File: config.mk
export PLATFORM = sky130hd
export DESIGN_NAME = pipeline_exmem_register_flat
export DESIGN_NICKNAME = d
export VERILOG_FILES = /design/src/rtl/pipeline_exmem_register_pkg.sv /design/src/rtl/pipeline_exmem_register_if.sv /design/src/rtl/pipeline_exmem_register_sat_counter.sv /design/src/rtl/pipeline_exmem_register.sv /design/src/flat_wrapper.sv
export SDC_FILE = /design/constraint.sdc
export NUM_CORES = 1
export LEC_CHECK = 0
export BUFFER_PORTS_ARGS = -buffer_cell sky130_fd_sc_hd__buf_2
export CAP_MARGIN = 10
export CORE_UTILIZATION = 47
export CTS_CLUSTER_SIZE = 10
export DETAILED_ROUTE_END_ITERATION = 8
export PLACE_DENSITY_LB_ADDON = 0.05
export SLEW_MARGIN = 20
export SYNTH_ARGS = -nofsm -noshare
export SYNTH_HDL_FRONTEND = slang
export SYNTH_SLANG_ARGS = --single-unit
File: constraint.sdc
create_clock -name clk -period 3.28 [get_ports clk]
set_input_delay 0.492 -clock clk [delete_from_list [all_inputs] [get_ports clk]]
set_output_delay 0.492 -clock clk [all_outputs]
set_load 0.05 [all_outputs]
File: src/rtl/pipeline_exmem_register_pkg.sv
// Shared pipeline definitions: MemtoReg encodings, WB/M bundle bit positions
// and default widths used by the ID/EX, EX/MEM and MEM/WB registers.
package pipeline_exmem_register_pkg;

   localparam int DEF_DATA_WIDTH     = 32;
   localparam int DEF_REG_ADDR_WIDTH = 5;
   localparam int DEF_CNT_WIDTH      = 16;

   localparam int WB_WIDTH        = 3;
   localparam int WB_REGWRITE_BIT = 2;
   localparam int WB_MEMTOREG_HI  = 1;
   localparam int WB_MEMTOREG_LO  = 0;

   localparam int M_WIDTH        = 2;
   localparam int M_MEMREAD_BIT  = 1;
   localparam int M_MEMWRITE_BIT = 0;

   typedef enum logic [1:0] {
      MEMTOREG_ALU  = 2'd0,
      MEMTOREG_MEM  = 2'd1,
      MEMTOREG_PC4  = 2'd2,
      MEMTOREG_RSVD = 2'd3
   } memtoreg_e;

endpackage

File: src/rtl/pipeline_exmem_register_if.sv
// EX/MEM register bus: execute-stage inputs and memory-stage outputs.
// bubble_count exists only when EXMEM_BUBBLE_COUNT_EN is defined.
interface pipeline_exmem_register_if
   import pipeline_exmem_register_pkg::*;
#(
   parameter int DATA_WIDTH     = DEF_DATA_WIDTH,
   parameter int REG_ADDR_WIDTH = DEF_REG_ADDR_WIDTH
`ifdef EXMEM_BUBBLE_COUNT_EN
   ,
   parameter int CNT_WIDTH      = DEF_CNT_WIDTH
`endif
);
   logic                      enable;
   logic                      flush;
   logic                      valid_in;
   logic [WB_WIDTH-1:0]       DataInputWB_EXMEM;
   logic [M_WIDTH-1:0]        DataInputM_EXMEM;
   logic [DATA_WIDTH-1:0]     ALUResult_in;
   logic [DATA_WIDTH-1:0]     WriteData_in;
   logic [DATA_WIDTH-1:0]     PCPlus4_in;
   logic [REG_ADDR_WIDTH-1:0] WriteReg_in;

   logic [WB_WIDTH-1:0]       DataOutputWB_EXMEM;
   logic                      MemRead_out;
   logic                      MemWrite_out;
   logic [DATA_WIDTH-1:0]     ALUResult_out;
   logic [DATA_WIDTH-1:0]     WriteData_out;
   logic [DATA_WIDTH-1:0]     PCPlus4_out;
   logic [REG_ADDR_WIDTH-1:0] WriteReg_out;
   logic                      valid_out;
   logic                      FwdRegWrite;
   logic [REG_ADDR_WIDTH-1:0] FwdWriteReg;
`ifdef EXMEM_BUBBLE_COUNT_EN
   logic [CNT_WIDTH-1:0]      bubble_count;
`endif

   modport master (
      output enable, flush, valid_in, DataInputWB_EXMEM, DataInputM_EXMEM,
             ALUResult_in, WriteData_in, PCPlus4_in, WriteReg_in,
      input  DataOutputWB_EXMEM, MemRead_out, MemWrite_out, ALUResult_out,
             WriteData_out, PCPlus4_out, WriteReg_out, valid_out,
             FwdRegWrite, FwdWriteReg
`ifdef EXMEM_BUBBLE_COUNT_EN
             , bubble_count
`endif
   );

   modport slave (
      input  enable, flush, valid_in, DataInputWB_EXMEM, DataInputM_EXMEM,
             ALUResult_in, WriteData_in, PCPlus4_in, WriteReg_in,
      output DataOutputWB_EXMEM, MemRead_out, MemWrite_out, ALUResult_out,
             WriteData_out, PCPlus4_out, WriteReg_out, valid_out,
             FwdRegWrite, FwdWriteReg
`ifdef EXMEM_BUBBLE_COUNT_EN
             , bubble_count
`endif
   );

endinterface

File: src/rtl/pipeline_exmem_register_sat_counter.sv
// Saturating up-counter with synchronous active-high reset; sticks at all-ones.
module sat_counter #(
   parameter int WIDTH = 16
) (
   input  logic             i_clk,
   input  logic             i_rst,
   input  logic             i_inc,
   output logic [WIDTH-1:0] o_count
);
   logic [WIDTH-1:0] r_count;

   always_ff @(posedge i_clk) begin
      if (i_rst) begin
         r_count <= '0;
      end else if (i_inc && (r_count != '1)) begin
         r_count <= r_count + 1'b1;
      end
   end

   assign o_count = r_count;

endmodule

File: src/rtl/pipeline_exmem_register.sv
// EX/MEM pipeline register with stall, flush and valid tracking.
// Optional bubble counter enabled by EXMEM_BUBBLE_COUNT_EN.
module pipeline_exmem_register
   import pipeline_exmem_register_pkg::*;
#(
   parameter int DATA_WIDTH     = DEF_DATA_WIDTH,
   parameter int REG_ADDR_WIDTH = DEF_REG_ADDR_WIDTH
`ifdef EXMEM_BUBBLE_COUNT_EN
   ,
   parameter int CNT_WIDTH      = DEF_CNT_WIDTH
`endif
) (
   input  logic                          clk,
   input  logic                          reset,
   pipeline_exmem_register_if.slave      bus
);
   logic [WB_WIDTH-1:0]       r_wb;
   logic [M_WIDTH-1:0]        r_m;
   logic [DATA_WIDTH-1:0]     r_alu;
   logic [DATA_WIDTH-1:0]     r_wdata;
   logic [DATA_WIDTH-1:0]     r_pc4;
   logic [REG_ADDR_WIDTH-1:0] r_wreg;
   logic                      r_valid;

   logic                      w_regwrite;
   memtoreg_e                 w_memtoreg;
   logic [M_WIDTH-1:0]        w_m;

   // Writes to $0 and writes from invalid slots never reach the register file.
   assign w_regwrite = bus.DataInputWB_EXMEM[WB_REGWRITE_BIT] & bus.valid_in &
                       (bus.WriteReg_in != '0);
   assign w_memtoreg = memtoreg_e'(bus.DataInputWB_EXMEM[WB_MEMTOREG_HI:WB_MEMTOREG_LO]);
   assign w_m        = bus.DataInputM_EXMEM & {M_WIDTH{bus.valid_in}};

   always_ff @(posedge clk) begin
      if (reset || bus.flush) begin
         r_wb    <= '0;
         r_m     <= '0;
         r_alu   <= '0;
         r_wdata <= '0;
         r_pc4   <= '0;
         r_wreg  <= '0;
         r_valid <= 1'b0;
      end else if (bus.enable) begin
         r_wb    <= {w_regwrite, w_memtoreg};
         r_m     <= w_m;
         r_alu   <= bus.ALUResult_in;
         r_wdata <= bus.WriteData_in;
         r_pc4   <= bus.PCPlus4_in;
         r_wreg  <= bus.WriteReg_in;
         r_valid <= bus.valid_in;
      end
   end

   assign bus.DataOutputWB_EXMEM = r_wb;
   assign bus.MemRead_out        = r_m[M_MEMREAD_BIT];
   assign bus.MemWrite_out       = r_m[M_MEMWRITE_BIT];
   assign bus.ALUResult_out      = r_alu;
   assign bus.WriteData_out      = r_wdata;
   assign bus.PCPlus4_out        = r_pc4;
   assign bus.WriteReg_out       = r_wreg;
   assign bus.valid_out          = r_valid;
   assign bus.FwdRegWrite        = r_wb[WB_REGWRITE_BIT] & r_valid;
   assign bus.FwdWriteReg        = r_wreg;

`ifdef EXMEM_BUBBLE_COUNT_EN
   logic w_bubble_inc;

   // A bubble is any loaded invalid entry; reset priority lives in the counter.
   assign w_bubble_inc = bus.flush | (bus.enable & ~bus.valid_in);

   sat_counter #(
      .WIDTH (CNT_WIDTH)
   ) u_bubble_cnt (
      .i_clk   (clk),
      .i_rst   (reset),
      .i_inc   (w_bubble_inc),
      .o_count (bus.bubble_count)
   );
`endif

endmodule

File: src/flat_wrapper.sv
// flat-port wrapper written by rule: the top's interface ports become plain ports
module pipeline_exmem_register_flat import pipeline_exmem_register_pkg::*;
#(
   parameter int DATA_WIDTH     = DEF_DATA_WIDTH,
   parameter int REG_ADDR_WIDTH = DEF_REG_ADDR_WIDTH

)
  (clk, reset, bus_enable, bus_flush, bus_valid_in, bus_DataInputWB_EXMEM, bus_DataInputM_EXMEM, bus_ALUResult_in, bus_WriteData_in, bus_PCPlus4_in, bus_WriteReg_in, bus_DataOutputWB_EXMEM, bus_MemRead_out, bus_MemWrite_out, bus_ALUResult_out, bus_WriteData_out, bus_PCPlus4_out, bus_WriteReg_out, bus_valid_out, bus_FwdRegWrite, bus_FwdWriteReg);
  pipeline_exmem_register_if #(.DATA_WIDTH(DATA_WIDTH), .REG_ADDR_WIDTH(REG_ADDR_WIDTH)) bus_i ();
  input  logic clk;
  input  logic reset;
  input wire logic [$bits(bus_i.enable)-1:0] bus_enable;
  input wire logic [$bits(bus_i.flush)-1:0] bus_flush;
  input wire logic [$bits(bus_i.valid_in)-1:0] bus_valid_in;
  input wire logic [$bits(bus_i.DataInputWB_EXMEM)-1:0] bus_DataInputWB_EXMEM;
  input wire logic [$bits(bus_i.DataInputM_EXMEM)-1:0] bus_DataInputM_EXMEM;
  input wire logic [$bits(bus_i.ALUResult_in)-1:0] bus_ALUResult_in;
  input wire logic [$bits(bus_i.WriteData_in)-1:0] bus_WriteData_in;
  input wire logic [$bits(bus_i.PCPlus4_in)-1:0] bus_PCPlus4_in;
  input wire logic [$bits(bus_i.WriteReg_in)-1:0] bus_WriteReg_in;
  output wire logic [$bits(bus_i.DataOutputWB_EXMEM)-1:0] bus_DataOutputWB_EXMEM;
  output wire logic [$bits(bus_i.MemRead_out)-1:0] bus_MemRead_out;
  output wire logic [$bits(bus_i.MemWrite_out)-1:0] bus_MemWrite_out;
  output wire logic [$bits(bus_i.ALUResult_out)-1:0] bus_ALUResult_out;
  output wire logic [$bits(bus_i.WriteData_out)-1:0] bus_WriteData_out;
  output wire logic [$bits(bus_i.PCPlus4_out)-1:0] bus_PCPlus4_out;
  output wire logic [$bits(bus_i.WriteReg_out)-1:0] bus_WriteReg_out;
  output wire logic [$bits(bus_i.valid_out)-1:0] bus_valid_out;
  output wire logic [$bits(bus_i.FwdRegWrite)-1:0] bus_FwdRegWrite;
  output wire logic [$bits(bus_i.FwdWriteReg)-1:0] bus_FwdWriteReg;
  assign bus_i.enable = bus_enable;
  assign bus_i.flush = bus_flush;
  assign bus_i.valid_in = bus_valid_in;
  assign bus_i.DataInputWB_EXMEM = bus_DataInputWB_EXMEM;
  assign bus_i.DataInputM_EXMEM = bus_DataInputM_EXMEM;
  assign bus_i.ALUResult_in = bus_ALUResult_in;
  assign bus_i.WriteData_in = bus_WriteData_in;
  assign bus_i.PCPlus4_in = bus_PCPlus4_in;
  assign bus_i.WriteReg_in = bus_WriteReg_in;
  assign bus_DataOutputWB_EXMEM = bus_i.DataOutputWB_EXMEM;
  assign bus_MemRead_out = bus_i.MemRead_out;
  assign bus_MemWrite_out = bus_i.MemWrite_out;
  assign bus_ALUResult_out = bus_i.ALUResult_out;
  assign bus_WriteData_out = bus_i.WriteData_out;
  assign bus_PCPlus4_out = bus_i.PCPlus4_out;
  assign bus_WriteReg_out = bus_i.WriteReg_out;
  assign bus_valid_out = bus_i.valid_out;
  assign bus_FwdRegWrite = bus_i.FwdRegWrite;
  assign bus_FwdWriteReg = bus_i.FwdWriteReg;
  pipeline_exmem_register #(.DATA_WIDTH(DATA_WIDTH), .REG_ADDR_WIDTH(REG_ADDR_WIDTH)) u_core (.clk(clk), .reset(reset), .bus(bus_i));
endmodule
==> results.md <==
- Final Setup Violations: 0
- Critical Path AT: around 1.1 ns
- Power Dens Cells: 488 nW/µm²
- Outcome: finished clean
- Placed cell area: 4920 µm²
- Sequential share of the synthesized area: 56.0%
- Layout cells sized above 1: 42.5%
- Synth warnings: 0
- Maxcap violations: 0
- Row cnt: 32
- Pin count of the biggest net entering global routing: 108
- Minimum clock period: 1.59 ns
- Worst IR Drop VDD: between 0.0002 and 0.0003 V
- Cell area after synthesis: between 3000 and 4000 µm²
- NumNets Final: 676
- CP Capture Type: output pin
- WS Path Type: flop to output pin
- Crit path max fanout: 3
- Total CTS buffers: 9
- Sinks on Clock Net: 107
- Slowest CP cell: dfxtp_1
- Worst setup SP type: flop
- GRT Residual Overflow: 0
- CTS resizes: 0
- Hold-fix buffers, CTS: 0
- Commonest non-fill, non-tap cell in the layout: buf_2
- Met3 wire len: 727 µm
- Setup TNS: 0 ns
- RSZ-0062 raised after global routing: false
- Met1 WL: between 3 and 4 mm
- Final Hold Fails: 0
- Count of input and output buffers: 223
- Postcts setup bufs: 0
- Chip Height: 92.2 µm
- Avg Inst Size Synth: 10.8 µm²
- First-pass GRT wire length: 13.7 mm
- Placer Congestion: 0.743
- Initial antenna violation count: 0
- Total Routing Usage GR: 20.4%
- Commonest non-fill, non-tap cells in the layout: buf_2 (222), dfxtp_1 (107), mux2i_1 (104), nor2_1 (104), clkbuf_8 (10)
- Met2 WL: 4.23 mm
- Top Layer Used: met4
- DRC errors left: 0
- Max stage delay on crit path: roughly 0.37 ns
- Detailed-placement wirelength estimate: 6.38 mm
- Leak Pwr: 2.79 nW
- Fill count: between 700 and 800
- Slew Limit Fails: 0
- Post-Syn Nets: 467
- Tcrit/Tclk final: 48.4%
- Worst-path clk slew: 0.10 ns
- Crit-path cells: and2_1 > buf_2
- Post-Place Cells: ~660
- Unique cell type count in the Yosys netlist: 14
- Detail Route Antenna Nets: 0
- Vias in the first global route: 2900
- Required @ worst endpoint: roughly 2.8 ns
- Clk_skew: 0 ns
- Starting Density: 49.0%
- Layout Cells excl Fill: 672
- Wire per inst: 13.1 µm
- Area Growth Syn to Fin: 33.8%
- # diodes: 0
- Register bit total from synthesis: 107
- Worst relative slew slack: between 50% and 60%
- Die Outline Area: about 8500 µm²
- Starting DRT DRC Count: 52
- CTS root buffer: clkbuf_8
- HP Class: primary input to flop
- Final core occ: 65.6%
- Max Clk Rate: 630 MHz
- Slew at the pin with the worst max-slew slack: approximately 0.62 ns
- H-tree Lvls: 3
- CTS Buffer Depth: 2
- Cells after synthesis: ~360
- DIE WIDTH: 92.2 µm
- IO Pins: 224
- CTS tree: done
- Via count: 3164
- Design Area, Final: 5120 µm²
- Hold WS: 0.369 ns
- First-pass DRT Iterations: 4
- Core area: 7810 µm²
- Clock latency on the worst-skew pair: 0.35 ns
- Drt total wl: 8.83 mm
- Via density: 4.71
## state kept, by name, summed over array words and instances (netlist names)
name	cells
u_core.bus.PCPlus4_out	32
u_core.bus.FwdWriteReg	5
u_core.bus.WriteData_out	32
u_core.bus.ALUResult_out	32
u_core.r_m	2
u_core.bus.DataOutputWB_EXMEM	3
u_core.bus.valid_out	1
## kinds of logic (layout without fill, tap and decap cells)
| family | after synthesis | after routing | share of synthesized area, % |
|---|---|---|---|
| AND/OR/NAND/NOR | 112 | 112 | 11.5 |
| flip-flops | 107 | 107 | 56.0 |
| multiplexers | 104 | 104 | 27.2 |
| buffers and inverters | 29 | 243 | 4.74 |
| AO/OA/AOI/OAI | 4 | 4 | 0.621 |
## cells in the mapped netlist
library cell    n  share of area, %
dfxtp_1       107                56
mux2i_1       104                27
nor2_1        104                10
buf_2          10               1.3
buf_4           8               1.6
clkbuf_1        7              0.69
buf_6           4               1.2
a21oi_1         3              0.39
nand2b_1        3              0.49
nand3_1         2              0.26
and2_1          1              0.16
o2111ai_1       1              0.23
or2_1           1              0.16
or4_1           1              0.20
## through the flow
step / power, mW / setup slack (ns)
after floorplan: 1.69 / 1.66
after global placement: 1.81 / 1.41
after detailed placement: 1.81 / 1.35
after CTS: 2.52 / 1.67
after global routing: 2.60 / 1.61
final: 2.50 / 1.69
## worst max-delay path, delay by kind of cell (launching register included)
| family | cells | cell delay, ns |
|---|---|---|
| flip-flops | 1 | 0.37 |
| AND/OR/NAND/NOR | 1 | 0.13 |
| buffers and inverters | 1 | 0.25 |
## metal layers
metal | vias up | GRT usage [%]
met5 | - | 0
met4 | 0 | 8.72
met3 | 12 | 5.80
met2 | 142 | 33.8
met1 | 1425 | 24.7
li1 | 1585 | -
## area by class of cell
class	count	area, µm²	area share [%]
tap	102	128	2.49
sequential	107	2140	41.8
timing repair buffer	227	1170	22.9
clock inverter	4	26.3	0.513
clock buffer	12	145	2.83
multi-input combinational	220	1510	29.4
## worst paths after layout
kind / endpoint / start / slack (ns) / cells past startpoint
setup / recovery: bus_FwdRegWrite / u_core.bus.DataOutputWB_EXMEM[2]$_SDFFE_PP0P_ / 1.69 / 2
hold / removal: u_core.bus.WriteData_out[12]$_SDFFE_PP0P_ / bus_WriteData_in[12] / 0.37 / 3
setup reg to reg: u_core.bus.ALUResult_out[27]$_SDFFE_PP0P_ / u_core.bus.ALUResult_out[27]$_SDFFE_PP0P_ / 2.63 / 2
hold reg to reg: u_core.r_m[0]$_SDFFE_PP0P_ / u_core.r_m[0]$_SDFFE_PP0P_ / 0.47 / 2
## power by group
group | switching, mW | leakage [nW] | internal [mW]
clock network | 0.415 | 0.0863 | 0.297
registers | 0.0205 | 0.872 | 1.34
logic | 0.276 | 1.83 | 0.147
Power figures use the tool's default switching activity.
